$ cat src/rtl/alu_seq_pkg.sv
// Shared types and constants for the ALU request sequencer.
package alu_seq_pkg;

  localparam int OPW  = 4;
  localparam int YW   = 5;
  localparam int CNTW = 8;

  localparam logic [1:0] OP_AND = 2'b00;
  localparam logic [1:0] OP_ADD = 2'b01;
  localparam logic [1:0] OP_SUB = 2'b10;
  localparam logic [1:0] OP_OR  = 2'b11;

  typedef enum logic [1:0] {IDLE, EXEC, RESP} state_t;

  typedef struct packed {
    logic [1:0]     op;
    logic [OPW-1:0] a;
    logic [OPW-1:0] b;
    logic           id;
  } req_t;

endpackage

$ cat src/rtl/alu_req_sequencer_if.sv
// Request/response bus between requesters and the ALU sequencer.
interface alu_req_sequencer_if;
  import alu_seq_pkg::*;

  logic [1:0]      req_valid;
  logic [1:0]      req_ready;
  logic [1:0]      req_op0;
  logic [1:0]      req_op1;
  logic [OPW-1:0]  req_a0;
  logic [OPW-1:0]  req_b0;
  logic [OPW-1:0]  req_a1;
  logic [OPW-1:0]  req_b1;
  logic            rsp_valid;
  logic            rsp_ready;
  logic            rsp_id;
  logic [YW-1:0]   rsp_y;
  logic            rsp_ovf;
  logic            ovf_sticky;
  logic [CNTW-1:0] ovf_count;
  logic            ovf_clr;

  modport master (
    output req_valid, req_op0, req_op1, req_a0, req_b0, req_a1, req_b1,
           rsp_ready, ovf_clr,
    input  req_ready, rsp_valid, rsp_id, rsp_y, rsp_ovf, ovf_sticky, ovf_count
  );

  modport slave (
    input  req_valid, req_op0, req_op1, req_a0, req_b0, req_a1, req_b1,
           rsp_ready, ovf_clr,
    output req_ready, rsp_valid, rsp_id, rsp_y, rsp_ovf, ovf_sticky, ovf_count
  );

endinterface

$ cat src/rtl/alu4_ovf.sv
// Combinational 4-bit ALU with signed-overflow detection (wrapped result only).
module alu4_ovf
  import alu_seq_pkg::*;
(
  input  logic [1:0]     op,
  input  logic [OPW-1:0] a,
  input  logic [OPW-1:0] b,
  output logic [YW-1:0]  y,
  output logic           ovf
);

  always_comb begin
    y   = '0;
    ovf = 1'b0;
    case (op)
      OP_AND: y = {1'b0, a & b};
      OP_ADD: begin
        y   = {1'b0, a} + {1'b0, b};
        ovf = (a[OPW-1] == b[OPW-1]) && (y[OPW-1] != a[OPW-1]);
      end
      OP_SUB: begin
        // bit 4 ends up as the inverted borrow of a + ~b + 1
        y   = {1'b0, a} + {1'b0, ~b} + 5'd1;
        ovf = (a[OPW-1] != b[OPW-1]) && (y[OPW-1] != a[OPW-1]);
      end
      default: y = {1'b0, a | b};
    endcase
  end

endmodule

$ cat src/rtl/alu_req_sequencer.sv
// Two-port round-robin sequencer around one shared ALU, with overflow status.
// ALU_SAT_EN: saturate ADD/SUB results on signed overflow.
module alu_req_sequencer
  import alu_seq_pkg::*;
(
  input logic                clk,
  input logic                rst_n,
  alu_req_sequencer_if.slave bus
);

  state_t          state;
  logic            ptr;
  req_t            cur;
  logic [1:0]      grant;
  logic [YW-1:0]   aluY;
  logic            aluOvf;
  logic [YW-1:0]   resY;
  logic            rspValid;
  logic            rspId;
  logic [YW-1:0]   rspY;
  logic            rspOvf;
  logic            ovfSticky;
  logic [CNTW-1:0] ovfCount;

  logic [1:0][1:0]     portOp;
  logic [1:0][OPW-1:0] portA;
  logic [1:0][OPW-1:0] portB;

  assign portOp = {bus.req_op1, bus.req_op0};
  assign portA  = {bus.req_a1,  bus.req_a0};
  assign portB  = {bus.req_b1,  bus.req_b0};

  always_comb begin
    case (bus.req_valid)
      2'b01:   grant = 2'b01;
      2'b10:   grant = 2'b10;
      2'b11:   grant = ptr ? 2'b10 : 2'b01;
      default: grant = 2'b00;
    endcase
  end

  // rst_n gate keeps ready low while reset is asserted even though state reads IDLE
  assign bus.req_ready = (rst_n && state == IDLE) ? grant : 2'b00;

  alu4_ovf uAlu (
    .op  (cur.op),
    .a   (cur.a),
    .b   (cur.b),
    .y   (aluY),
    .ovf (aluOvf)
  );

`ifdef ALU_SAT_EN
  always_comb begin
    resY = aluY;
    if (aluOvf) resY = cur.a[OPW-1] ? 5'h08 : 5'h07;
  end
`else
  assign resY = aluY;
`endif

  always_ff @(posedge clk or negedge rst_n) begin
    if (!rst_n) begin
      state     <= IDLE;
      ptr       <= 1'b0;
      cur       <= '0;
      rspValid  <= 1'b0;
      rspId     <= 1'b0;
      rspY      <= '0;
      rspOvf    <= 1'b0;
      ovfSticky <= 1'b0;
      ovfCount  <= '0;
    end else begin
      case (state)
        IDLE: begin
          if (|grant) begin
            cur.id <= grant[1];
            cur.op <= portOp[grant[1]];
            cur.a  <= portA[grant[1]];
            cur.b  <= portB[grant[1]];
            ptr    <= ~grant[1];
            state  <= EXEC;
          end
        end
        EXEC: begin
          rspY     <= resY;
          rspOvf   <= aluOvf;
          rspId    <= cur.id;
          rspValid <= 1'b1;
          state    <= RESP;
        end
        RESP: begin
          if (bus.rsp_ready) begin
            rspValid <= 1'b0;
            state    <= IDLE;
          end
        end
        default: state <= IDLE;
      endcase

      if (bus.ovf_clr) begin
        ovfSticky <= 1'b0;
        ovfCount  <= '0;
      end else if (state == EXEC && aluOvf) begin
        ovfSticky <= 1'b1;
        if (ovfCount != '1) ovfCount <= ovfCount + 1'b1;
      end
    end
  end

  assign bus.rsp_valid  = rspValid;
  assign bus.rsp_id     = rspId;
  assign bus.rsp_y      = rspY;
  assign bus.rsp_ovf    = rspOvf;
  assign bus.ovf_sticky = ovfSticky;
  assign bus.ovf_count  = ovfCount;

endmodule
$ cat src/flat_wrapper.sv
// flat-port wrapper written by rule: the top's interface ports become plain ports
module alu_req_sequencer_flat import alu_seq_pkg::*;
  (clk, rst_n, bus_req_valid, bus_req_op0, bus_req_op1, bus_req_a0, bus_req_b0, bus_req_a1, bus_req_b1, bus_rsp_ready, bus_ovf_clr, bus_req_ready, bus_rsp_valid, bus_rsp_id, bus_rsp_y, bus_rsp_ovf, bus_ovf_sticky, bus_ovf_count);
  alu_req_sequencer_if bus_i ();
  input logic clk;
  input logic rst_n;
  input wire logic [$bits(bus_i.req_valid)-1:0] bus_req_valid;
  input wire logic [$bits(bus_i.req_op0)-1:0] bus_req_op0;
  input wire logic [$bits(bus_i.req_op1)-1:0] bus_req_op1;
  input wire logic [$bits(bus_i.req_a0)-1:0] bus_req_a0;
  input wire logic [$bits(bus_i.req_b0)-1:0] bus_req_b0;
  input wire logic [$bits(bus_i.req_a1)-1:0] bus_req_a1;
  input wire logic [$bits(bus_i.req_b1)-1:0] bus_req_b1;
  input wire logic [$bits(bus_i.rsp_ready)-1:0] bus_rsp_ready;
  input wire logic [$bits(bus_i.ovf_clr)-1:0] bus_ovf_clr;
  output wire logic [$bits(bus_i.req_ready)-1:0] bus_req_ready;
  output wire logic [$bits(bus_i.rsp_valid)-1:0] bus_rsp_valid;
  output wire logic [$bits(bus_i.rsp_id)-1:0] bus_rsp_id;
  output wire logic [$bits(bus_i.rsp_y)-1:0] bus_rsp_y;
  output wire logic [$bits(bus_i.rsp_ovf)-1:0] bus_rsp_ovf;
  output wire logic [$bits(bus_i.ovf_sticky)-1:0] bus_ovf_sticky;
  output wire logic [$bits(bus_i.ovf_count)-1:0] bus_ovf_count;
  assign bus_i.req_valid = bus_req_valid;
  assign bus_i.req_op0 = bus_req_op0;
  assign bus_i.req_op1 = bus_req_op1;
  assign bus_i.req_a0 = bus_req_a0;
  assign bus_i.req_b0 = bus_req_b0;
  assign bus_i.req_a1 = bus_req_a1;
  assign bus_i.req_b1 = bus_req_b1;
  assign bus_i.rsp_ready = bus_rsp_ready;
  assign bus_i.ovf_clr = bus_ovf_clr;
  assign bus_req_ready = bus_i.req_ready;
  assign bus_rsp_valid = bus_i.rsp_valid;
  assign bus_rsp_id = bus_i.rsp_id;
  assign bus_rsp_y = bus_i.rsp_y;
  assign bus_rsp_ovf = bus_i.rsp_ovf;
  assign bus_ovf_sticky = bus_i.ovf_sticky;
  assign bus_ovf_count = bus_i.ovf_count;
  alu_req_sequencer u_core (.clk(clk), .rst_n(rst_n), .bus(bus_i));
endmodule
$ cat config.mk
export PLATFORM = sky130hd
export DESIGN_NAME = alu_req_sequencer_flat
export DESIGN_NICKNAME = d
export VERILOG_FILES = /design/src/rtl/alu_seq_pkg.sv /design/src/rtl/alu_req_sequencer_if.sv /design/src/rtl/alu4_ovf.sv /design/src/rtl/alu_req_sequencer.sv /design/src/flat_wrapper.sv
export SDC_FILE = /design/constraint.sdc
export NUM_CORES = 1
export LEC_CHECK = 0
export ABC_CLOCK_PERIOD_IN_PS = 2800
export CORE_ASPECT_RATIO = 0.7
export CORE_MARGIN = 4
export CORE_UTILIZATION = 30
export DETAILED_ROUTE_END_ITERATION = 8
export MAX_ROUTING_LAYER = met4
export PLACE_DENSITY = 0.5
export SLEW_MARGIN = 20
export SYNTH_ARGS = -nofsm -noshare
export SYNTH_HDL_FRONTEND = slang
export SYNTH_SLANG_ARGS = --single-unit
$ cat constraint.sdc
create_clock -name clk -period 2.8 [get_ports clk]
set_input_delay 0.56 -clock clk [delete_from_list [all_inputs] [get_ports clk]]
set_output_delay 0.56 -clock clk [all_outputs]
set_load 0.01 [all_outputs]
Yosys cells after proc, flatten, opt, wreduce, memory -nomap -nowiden
Index checks and enable logic that the tools add are counted.
{ "word_totals": {"out_inout_bits": 19, "regBits": 31, "inputBits": 26, "wordCells": 70} }
{ "classes": {"reduce_logical": 14, "order_cmp": 1, "n_eq_ne": 14, "muxes": 21, "addsub": 4, "bitwise_logic": 4} }
{ "ops": {"columns": ["operator", "count"], "rows": [
  ["$mux 8", 3],
  ["$mux 4", 4],
  ["$pmux 5 s3", 1],
  ["$mux 2", 6],
  ["$pmux 2 s3", 2],
  ["$add 4x4->5", 2],
  ["$add 8x1->8 const B", 1],
  ["$eq 2x2->1 const B", 4],
  ["$ne 8x8->1 const B", 1],
  ["$reduce_and 2->1", 4],
  ["$eq 2x1->1 const B", 3],
  ["$reduce_bool 2->1", 3],
  ["$add 5x1->5 const B", 1],
  ["$and 4x4->4", 1],
  ["$logic_and 1x1->1", 4],
  ["$logic_not 2->1", 2],
  ["$ne 2x2->1 const B", 2],
  ["$not 4->4", 1],
  ["$or 4x4->4", 1],
  ["$pmux 1 s2", 2],
  ["$mux 1", 3],
  ["$ne 1x1->1", 3],
  ["$lt 1x2->1 const B", 1],
  ["$reduce_or 2->1", 1],
  ["other kinds (2)", 2]
]} }

Depth between registers and ports, before layout
{ "logic_depth": {"ltp_word": 9, "mapped_depth": 9, "mapped_depth_nobuf": 9} }

Modules after synthesis
Synthesis repeated with hierarchy kept, for this count alone.
{ "unflattened": {"hier_cells": 191, "hier_area_um2": 1946.9} }
{ "modules_own_cells": {"columns": ["module", "area_per_inst_um2", "cells_each", "seq_area_each_um2", "instances"], "rows": [
  ["alu_req_sequencer", 1383.8, 122, 775.7, 1],
  ["alu4_ovf", 563.0, 69, 0.0, 1]
]} }

Worst setup path before layout
OpenSTA, ideal clock, no wires.
{ "synth_path": {"path_type": "register to register", "startpoint": "register u_core.cur[2] (netlist name)", "endpoint": "register u_core.ovfCount[6] (netlist: u_core.bus.ovf_count[6])", "setup_slack_ps": 587, "period_less_slack_ps": 2213, "setup_ps": 128, "t_arrival_ps": 2086, "required_time_ps": 2672, "path_buffers": 0, "path_stages_with_launch": 9, "path_cell_list": "dfrtp_1 inv_1 ha_1 nor3_2 a211o_1 o221ai_2 nand2_1 nor4b_2 mux2_1"} }
{ "synth_via": {"elab_chain_cells": 9, "elab_cells_between_ends": 12, "classes_between": "add/sub (3); eq/ne (2); mux (1); bitwise (1); reduce/logical (5)"} }
{ "synth_lines": {"columns": ["item", "line", "source"], "rows": [
  ["$not 4->4", "alu4_ovf.sv:23", "y = {1'b0, a} + {1'b0, ~b} + 5'd1;"],
  ["$add 4x4->5", "alu4_ovf.sv:23", null],
  ["$add 5x1->5", "alu4_ovf.sv:23", null],
  ["$ne 1x1->1", "alu4_ovf.sv:24", "ovf = (a[OPW-1] != b[OPW-1]) && (y[OPW-1] != a[OPW-1]);"],
  ["$logic_and 1x1->1", "alu4_ovf.sv:24", null],
  ["$pmux 1 s2 *", "alu4_ovf.sv:15", "case (op)"],
  ["$logic_and 1x1->1 *", "alu_req_sequencer.sv:104", "end else if (state == EXEC && aluOvf) begin"],
  ["$reduce_bool 2->1 (no line) *", null, null],
  ["$reduce_and 2->1 (no line) *", null, null],
  ["end signal: assignment", "alu_req_sequencer.sv:106", "if (ovfCount != '1) ovfCount <= ovfCount + 1'b1;"],
  ["end: declaration", "alu_req_sequencer.sv:23", "logic [CNTW-1:0] ovfCount;"]
]} }
Every way passes the cells marked *; elsewhere a longest branch is shown, timed or not.
A chain may end at the register's enable or synchronous reset.

Worst setup path after layout
{ "layout_path": {"startpoint": "input port bus_req_valid[1]", "endpoint": "output port bus_req_ready[1]"} }
{ "layout_via": {"elab_chain_cells": 3, "elab_cells_between_ends": 5, "classes_between": "eq/ne (3); mux (2)"} }
{ "layout_lines": {"columns": ["item", "line", "source"], "rows": [
  ["start: declaration", "flat_wrapper.sv:7", "input wire logic [$bits(bus_i.req_valid)-1:0] bus_req_valid;"],
  ["$eq 2x2->1 or $eq 2x1->1 (tied branches)", "alu_req_sequencer.sv:34", "case (bus.req_valid)"],
  ["$pmux 2 s3 *", "alu_req_sequencer.sv:34", null],
  ["$mux 2 *", "alu_req_sequencer.sv:43", "assign bus.req_ready = (rst_n && state == IDLE) ? grant : 2'b00;"],
  ["end: declaration", "flat_wrapper.sv:16", "output wire logic [$bits(bus_i.req_ready)-1:0] bus_req_ready;"]
]} }
Marked as above.

==> results by group <==
Clock tree
  – # Post-CTS Setup Buffers: 0
  – Hold_buf cts: 0
  – TritonCTS clock tree: yes
  – Maximum level of the CTS H-tree: 2
  – Root Driver: clkbuf_8
  – Clock Latency Late Sink: about 270 ps
  – Clk sink count: 31
  – Post-CTS Resized: 0
  – CTS clk-pin slew, worst paths: 60 ps
  – CTS buffer count: 5
  – CTS max path bufs: 2

Route
  – First drt pass iteration count: 4
  – Remaining routing DRC violations: 0
  – Total Wirelength: 4220 µm
  – DRT antenna net count: 0
  – Routed len/inst: 12.8 µm
  – Vias/cell: 4.77
  – Total number of vias: ~1.6k
  – Initial drt markers: 102

Critical path
  – Worst path max stage delay: 590 ps
  – CP Cell Sequence: clkdlybuf4s50_1, o21ai_1, nor4b_1, clkdlybuf4s50_1
  – CP max FO: 4
  – Crit path DAT: slightly above 2000 ps
  – R2r startpoint: u_core.cur[7]
  – Critical path's slowest cell: clkdlybuf4s50_1
  – Type of origin of the critical path: input pin
  – Kind of critical path: in -> out
  – Most frequent CP cell: clkdlybuf4s50_1
  – CP Capture Type: output pin
  – Reg2reg setup slack: 300 ps
  – Worst EP required: 2240 ps
  – FF-to-FF path depth: 8
  – Reg2reg end: u_core.bus.ovf_count[6]

STA
  – Worst-Margin Slew: 637 ps
  – Fin crit period: around 2600 ps
  – Final Hold Fails: 0
  – Setup TNS: 0 ps
  – F_max: 0.381 GHz
  – Final setup viols: 0
  – Max Slew Vio Count: 0
  – Fin crit share: between 90% and 100%
  – Slew Limit Headroom: 57.5%
  – RSZ-0062 raised after global routing: no
  – Setup ws final: 178 ps
  – Clock skew: roughly 2.7 ps

Yosys
  – Sequential share of the synthesized area: 40.1%
  – Post-synth ARST share: 100%
  – Ys flop type: dfrtp_1
  – Syn nets: 248
  – Distinct cells, synth: 41
  – Syn_area_per_cell: 9.54 µm²
  – Syn Std Cell Area: 1940 µm²
  – EDFF count, synth: 0
  – Synthesized instance count: approximately 200
  – #FFs+latches synth: 31
  – Warnings, synthesis: 0

Layout
  – Layout area overhead: 32.4%
  – Ratio of cells with drive above 1 in the final layout: 6.77%
  – Commonest non-fill, non-tap cells in the layout: clkdlybuf4s50_1 (44), dfrtp_1 (31), a21oi_1 (22), nand2_1 (20), ha_1 (17)
  – Commonest non-fill, non-tap cell in the layout: clkdlybuf4s50_1
  – Fin area: 2560 µm²
  – Final Net Count: 295

Job
  – Max-Cap Viols: 0

Place
  – DP Area: roughly 2500 µm²
  – Final GP Congestion: 0.830
  – Post-DP HPWL: 3360 µm
  – Dpl ws: 163 ps
  – Port Buffers: 44

Pwr
  – Clock power frac: between 10 and 15%
  – Switch share: 41.4%
  – NetSw: 1.07 mW
  – Seq pwr share: 30.9%
  – Comb power frac: 54.5%
  – Leak: ~1.2 nW
  – VDD IR max: 0.370 mV
  – Internal: 1.51 mW
  – Cell Pwr Density: 1010 nW/µm²

Floorplan
  – Total I/O pin count: 45
  – Initial Util: 31.0%
  – Placement Rows: 24
  – Die Area: 7820 µm²
  – Core Area: between 6000 and 7000 µm²
  – Die width: roughly 100 µm
  – Die height: 75.2 µm

Global routing
  – Vias in the first global route: approximately 1.5k
  – All-layer global routing usage: between 10% and 20%
  – Grt ovf: 0
  – Initial antenna violation count: 1
  – First-pass GRT wire length: 7280 µm
  – Largest net degree at the start of global routing: 31

Run status
  – Status: finished, final reports clean

Hold path
  – Hold Crit Class: in -> async
[worst max path at each step]
stage                           startpoint                       to  cells past startpoint
after detailed placement  bus_req_valid[1]         bus_req_ready[1]                      4
after global placement    bus_req_valid[1]         bus_req_ready[1]                      4
after floorplan              u_core.cur[2]  u_core.bus.ovf_count[6]                      8
final                     bus_req_valid[1]         bus_req_ready[1]                      4
after global routing      bus_req_valid[1]         bus_req_ready[1]                      4
after CTS                 bus_req_valid[1]         bus_req_ready[1]                      4
[per-layer routing]
| metal | share of wire, % | global-route usage (%) | up-vias | wire length, µm |
|---|---|---|---|---|
| met4 | 0.31 | 1.77 | 0 | 13 |
| met5 | 0 | - | - | 0 |
| met3 | 9.0 | 4.37 | 2 | 380 |
| met2 | 40 | 18.5 | 55 | 1700 |
| met1 | 50 | 15.5 | 713 | 2130 |
| li1 | - | - | 804 | - |
[synthesized netlist by cell type (all sizes together) (3+ instances only)]
master | instances | area share (%)
mux2i | 11 | 5.7
xnor2 | 4 | 1.8
nor2b | 3 | 0.97
or3 | 5 | 1.6
a221oi | 4 | 1.8
nand2 | 20 | 3.9
nor2 | 16 | 3.1
buf | 3 | 1.0
dfrtp | 31 | 40
clkbuf | 4 | 0.78
inv | 16 | 3.1
ha | 17 | 11
nand3 | 5 | 1.6
a21o | 3 | 1.2
a21oi | 22 | 5.7
o21ai | 12 | 3.1
nand4 | 3 | 0.97
[stage by stage]
step                      total power, mW  hold WS [ps]  util [%]  instances
after floorplan                      1.80           264         -        203
after global placement               2.21           467      39.4        321
after detailed placement             2.22           473      39.4        321
after CTS                            2.61           464      41.0        329
after global routing                 2.86           458      41.0        330
final                                2.58           477      41.0        330
[worst max-delay path: cells and delay by family]
| family | cells | cell delay, ps |
|---|---|---|
| buffers and inverters | 2 | 1110 |
| AND/OR/NAND/NOR | 1 | 290 |
| AO/OA/AOI/OAI | 1 | 110 |
[layout make-up]
class / instances / area [µm²]
Multi-Input combinational cell: 149 / 1060
Inverter: 16 / 60.1
Tap cell: 78 / 97.6
Clock buffer: 8 / 100
Sequential cell: 31 / 776
Timing Repair Buffer: 47 / 463
Antenna cell: 1 / 2.50
Fill cell: 643 / 3680
[flip-flops by register name (all words and copies together), names as in the netlist]
| register | cells |
|---|---|
| u_core.cur | 11 |
| u_core.bus.rsp_y | 5 |
| u_core.ptr | 1 |
| u_core.bus.rsp_id | 1 |
| u_core.bus.rsp_ovf | 1 |
| u_core.state | 2 |
| u_core.bus.rsp_valid | 1 |
| u_core.bus.ovf_count | 8 |
| u_core.bus.ovf_sticky | 1 |
[power by group through the flow]
stage | clock [mW] | combinational [mW] | sequential (mW)
2_1_floorplan | 0 | 0.999 | 0.800
3_3_place_gp | 0 | 1.40 | 0.802
3_5_place_dp | 0 | 1.41 | 0.812
4_1_cts | 0.392 | 1.42 | 0.804
5_1_grt | 0.415 | 1.61 | 0.833
6_report | 0.375 | 1.41 | 0.797
[cells by family (layout without fill, tap and decap cells)]
group	count (synthesis)	in the layout	synth area share (%)
and+or+nand+nor	60	60	15.7
AOI/OAI and AO/OA	51	51	16.7
DFF	31	31	40.1
buffers and inverters	23	71	4.91
adders and majority gates	19	19	13.1
muxes	13	13	6.85
xor gates and xnor gates	6	6	2.71
other	0	1	0
(Power assumes the default switching activity.)
